[src/rtl/uart_tx_feeder.sv]
// Byte FIFO and launch sequencer feeding a slow UART transmitter.
// Bytes are queued at any rate. Each byte is popped only when the transmitter is idle. It is then
// launched with a one-cycle start pulse. If the transmitter never acknowledges with busy, the
// start pulse is repeated after a timeout.
module uart_tx_feeder #(
  parameter int unsigned DEPTH   = 16,
  parameter int unsigned AW      = 4,
  parameter int unsigned TIMEOUT = 4
) (
  input  logic          clk_i,
  input  logic          rst_i,
  input  logic          wr_en_i,
  input  logic [7:0]    wr_data_i,
  output logic          full_o,
  output logic          empty_o,
  output logic [AW:0]   count_o,
  output logic          overflow_o,
  input  logic          clr_ovf_i,
  output logic          tx_start_o,
  output logic [7:0]    tx_data_o,
  input  logic          tx_busy_i
);

  localparam logic [AW:0] FullCnt = (AW + 1)'(DEPTH);
  localparam logic [3:0]  TmoLast = 4'(TIMEOUT - 1);

  typedef enum logic [1:0] {StIdle, StLaunch, StWaitHi, StWaitLo} state_e;

  state_e          state_q, state_d;
  logic [7:0]      mem_q [DEPTH];
  logic [AW-1:0]   wr_ptr_q, wr_ptr_d;
  logic [AW-1:0]   rd_ptr_q, rd_ptr_d;
  logic [AW:0]     count_q, count_d;
  logic            ovf_q, ovf_d;
  logic [7:0]      tx_data_q, tx_data_d;
  logic [3:0]      tmo_q, tmo_d;

  logic            full, empty, do_write, do_pop;

  // Status flags decoded from registered count only.
  always_comb begin
    full     = (count_q == FullCnt);
    empty    = (count_q == '0);
    do_write = wr_en_i && !full;
    do_pop   = (state_q == StIdle) && !empty && !tx_busy_i;
  end

  // Launch sequencer next-state logic.
  always_comb begin
    state_d = state_q;
    tmo_d   = tmo_q;
    unique case (state_q)
      StIdle: begin
        if (do_pop) state_d = StLaunch;
      end
      StLaunch: begin
        state_d = StWaitHi;
        tmo_d   = '0;
      end
      StWaitHi: begin
        if (tx_busy_i) begin
          state_d = StWaitLo;
        end else if (tmo_q == TmoLast) begin
          // Transmitter missed the pulse: re-launch the same byte.
          state_d = StLaunch;
        end else begin
          tmo_d = tmo_q + 4'd1;
        end
      end
      StWaitLo: begin
        if (!tx_busy_i) state_d = StIdle;
      end
      default: state_d = StIdle;
    endcase
  end

  // FIFO pointer, occupancy, overflow and launch-data next-state logic.
  always_comb begin
    wr_ptr_d  = do_write ? wr_ptr_q + AW'(1) : wr_ptr_q;
    rd_ptr_d  = do_pop ? rd_ptr_q + AW'(1) : rd_ptr_q;
    count_d   = count_q;
    if (do_write && !do_pop) begin
      count_d = count_q + (AW + 1)'(1);
    end else if (!do_write && do_pop) begin
      count_d = count_q - (AW + 1)'(1);
    end
    tx_data_d = do_pop ? mem_q[rd_ptr_q] : tx_data_q;
    // A dropped write takes priority over a simultaneous clear.
    if (wr_en_i && full) begin
      ovf_d = 1'b1;
    end else if (clr_ovf_i) begin
      ovf_d = 1'b0;
    end else begin
      ovf_d = ovf_q;
    end
  end

  // Control and datapath registers with synchronous reset.
  always_ff @(posedge clk_i) begin
    if (rst_i) begin
      state_q   <= StIdle;
      wr_ptr_q  <= '0;
      rd_ptr_q  <= '0;
      count_q   <= '0;
      ovf_q     <= 1'b0;
      tx_data_q <= 8'h00;
      tmo_q     <= '0;
    end else begin
      state_q   <= state_d;
      wr_ptr_q  <= wr_ptr_d;
      rd_ptr_q  <= rd_ptr_d;
      count_q   <= count_d;
      ovf_q     <= ovf_d;
      tx_data_q <= tx_data_d;
      tmo_q     <= tmo_d;
    end
  end

  // Byte storage; contents are don't-care after reset since the pointers are cleared.
  always_ff @(posedge clk_i) begin
    if (!rst_i && do_write) begin
      mem_q[wr_ptr_q] <= wr_data_i;
    end
  end

  assign full_o     = full;
  assign empty_o    = empty;
  assign count_o    = count_q;
  assign overflow_o = ovf_q;
  assign tx_start_o = (state_q == StLaunch);
  assign tx_data_o  = tx_data_q;

endmodule

[config.mk]
export PLATFORM = sky130hd
export DESIGN_NAME = uart_tx_feeder
export DESIGN_NICKNAME = d
export VERILOG_FILES = /design/src/rtl/uart_tx_feeder.sv
export SDC_FILE = /design/constraint.sdc
export NUM_CORES = 1
export LEC_CHECK = 0
export CORE_MARGIN = 2
export CORE_UTILIZATION = 54
export DETAILED_ROUTE_END_ITERATION = 7
export PLACE_DENSITY = 0.75
export SLEW_MARGIN = 20
export SYNTH_ARGS = -nofsm -noshare
export SYNTH_HDL_FRONTEND = slang
export SYNTH_SLANG_ARGS = --single-unit
[constraint.sdc]
create_clock -name clk_i -period 3 [get_ports clk_i]
set_input_delay 0.3 -clock clk_i [delete_from_list [all_inputs] [get_ports clk_i]]
set_output_delay 0.3 -clock clk_i [all_outputs]
set_load 0.02 [all_outputs]
==> results_dict.tcl, run 1 <==
set metrics [dict create \
    place_ws_ps 146.0 \
    rows 39 \
    initial_core_util_pct 56.01 \
    fmax_mhz 353.8 \
    die_x_um 113.3 \
    dpl.cell_count 591 \
    place.gp.congestion 0.8088 \
    hold_class "reg2reg" \
    postRouteAntennaNets 0 \
    switching_share_pct 29.05 \
    rsz0062_at_grt "false" \
    synth_edf_count 128 \
    final_nets 496 \
    grt-ovfl-total 0 \
    ys_warn_count 0 \
    placed_cell_area_sq_um 6975 \
    cts.hold.buffers_added 0 \
    p_leak_nw 2.522 \
    layout-drive-gt1-share_pct 15.63 \
    peakVddDrop_mv 0.4292 \
    ys_seq_elements 156 \
    antenna_found_initial 1 \
    clkLatencyLatePin_ps 420 \
    switchingPower_mw 1.794 \
    tightest_slew_ps 803.7 \
    syn_avg_cell_area_sq_um 15.47 \
    wl_per_cell_um 20.96 \
    synth_cells 417 \
    synth_ff_type "edfxtp_1" \
    core_area_sq_um 11520 \
    drt_pre_antenna_iters 5 \
    cap_viol_max_count 0 \
    drc 0 \
    endpoint_kind "register" \
    async_flop_share_pct 0 \
    cp_max_fo 5 \
    critPathLaunchType "register" \
    cts_buffer_depth 2 \
    syn-cell-area_sq_um 6450 \
    die_h_um 113.3 \
    fin_total_pwr_mw 6.174 \
    clkTransAtPathRegs_ps 60 \
    ioPinCount 30 \
    first_iter_violations 328 \
    pwr-share-clk_pct 34.2 \
    finalCriticalPeriod_ps 2826 \
    synth_commonest_cells "edfxtp_1 (128), nor2_1 (56), mux2i_1 (36)" \
    syn2layout_area_growth_pct 17.34 \
    hold_violations 0 \
    synth_top_area_share_pct 59.59 \
    grt_pass1_vias 3780 \
    io_buffers 29 \
    yosysMostFrequentCell "edfxtp_1" \
    power_frac_seq_pct 41.8 \
    slew_violations 0 \
    hold_ws_ps 489.5 \
    grt.total_usage_pct 21.95 \
    tns_ps 0 \
    finalInstanceArea_sq_um 7569 \
    cts_resized 0 \
    fin_cells 624 \
    setup_slack_ps 173.7 \
    synth_area_leaders "edfxtp_1 (60%), dfxtp_1 (8.7%), mux2i_1 (5.6%)" \
    cts_buffers 17 \
    root_buffer "clkbuf_16" \
    wirelength_um 13080 \
    cts_setup_buffers 0 \
    die_area_sq_um 12830 \
    syn_nets 446 \
    vias 3727 \
    cts_tree "built" \
    grt_max_degree 34 \
    htree_levels 4 \
    ys_seq_area_share_pct 68.28 \
    postLayoutCoreUtil_pct 65.72 \
    setup_viol 0 \
    synth_cell_types 45 \
    p_int_mw 4.380 \
    maxSlewHeadroom_pct 46.22 \
    combinationalPowerShare_pct 23.9 \
    post-dp-hpwl_um 8219 \
    status "completed" \
    grt_pass1_wl_um 20470 \
    cts_sinks 156 \
    synth_top_area_cell "edfxtp_1" \
    worstPathArrival_ps 3140 \
    fin_crit_sh_pct 94.21 \
    cp.required_ps 3310 \
    drt-vias-per-instance 5.973 \
    critical_path_class "reg2reg" \
    clock-skew-final_ps 8.223 \
    power_density_nw_per_um2 815.7 \
    num-fill-cells 788 \
]
-- layer usage --
| layer | track usage [%] | share of wire (%) |
|---|---|---|
| met3 | 5.999 | 6.1 |
| met5 | 0 | 0 |
| met2 | 35.85 | 49 |
| met1 | 28.35 | 42 |
| met4 | 8.293 | 2.1 |
-- power by group through the flow --
stage                     clock network [mW]  registers [mW]  logic, mW
final                                   2.11            2.58       1.48
after global routing                    2.21            2.60       1.63
after CTS                               2.13            2.58       1.48
after detailed placement                   0            2.63       1.47
after global placement                     0            2.62       1.43
after floorplan                            0            2.71      0.925
-- placed cells by master, fill, tap and decap left out, types with 3 or more instances in the layout --
cell / n
inv_6: 5
a21oi_1: 17
clkinvlp_4: 3
inv_1: 10
nand2_1: 8
mux4_1: 3
mux2i_1: 36
buf_4: 19
clkdlybuf4s50_1: 29
o21ai_0: 4
dfxtp_1: 26
edfxtp_1: 128
clkbuf_16: 17
nor2_1: 56
mux4_2: 13
o22ai_1: 16
o211ai_1: 3
xnor2_1: 3
and3_1: 10
xor2_1: 6
a21o_1: 3
ha_1: 15
clkinv_2: 3
a311oi_1: 9
-- critical path: stages, from the launching register on --
cell	delay [ps]
dfxtp_1	400
inv_1	110
ha_1	240
nor2b_2	170
a21boi_2	160
inv_1	70
ha_1	170
inv_1	110
fa_1	410
a21o_1	170
a21oi_1	170
mux2i_1	210
mux2_2	340
-- cell type report --
| class | count | area, sq um | area share, % |
|---|---|---|---|
| inverter | 10 | 37.54 | 0.4959 |
| tap | 143 | 178.9 | 2.364 |
| multi-input combinational | 233 | 1903 | 25.14 |
| timing repair buffer | 49 | 452.9 | 5.984 |
| clock inverter | 15 | 161.4 | 2.133 |
| antenna | 1 | 2.502 | 0.03306 |
| sequential | 156 | 4407 | 58.22 |
| clock buffer | 17 | 425.4 | 5.621 |
-- registers in the layout, indices dropped and copies added (netlist names) --
register / flops
mem_q: 128
tx_data_o: 8
count_o: 5
rd_ptr_q: 4
tmo_q: 4
wr_ptr_q: 4
state_q: 2
overflow_o: 1
-- path summary, 6_finish.rpt --
path	from	to	slack, ps	cells past startpoint
worst max-delay path	state_q[0]	count_o[4]	170	12
worst min-delay path	tmo_q[3]	tmo_q[3]	490	2
worst max register to register	state_q[0]	count_o[4]	170	12
worst min register to register	tmo_q[3]	tmo_q[3]	490	2
-- cells by family after synthesis --
kind of cell	count (synthesis)	share of synthesized area [%]
flip-flops	156	68.28
buffers and inverters	28	2.250
AND/OR/NAND/NOR	94	7.119
XOR/XNOR	9	1.222
multiplexers	53	11.52
AO/OA/AOI/OAI	61	6.382
adder cells (fa/ha/maj)	16	3.220
No activity file was read; power rests on OpenSTA's default activity.
==> run 2: changes to the inputs <==
Settings changed: GPL_ROUTABILITY_DRIVEN set to 1.
==> results of run 2 <==
No change in the layout: final DEF, timing and power equal those of run 1.
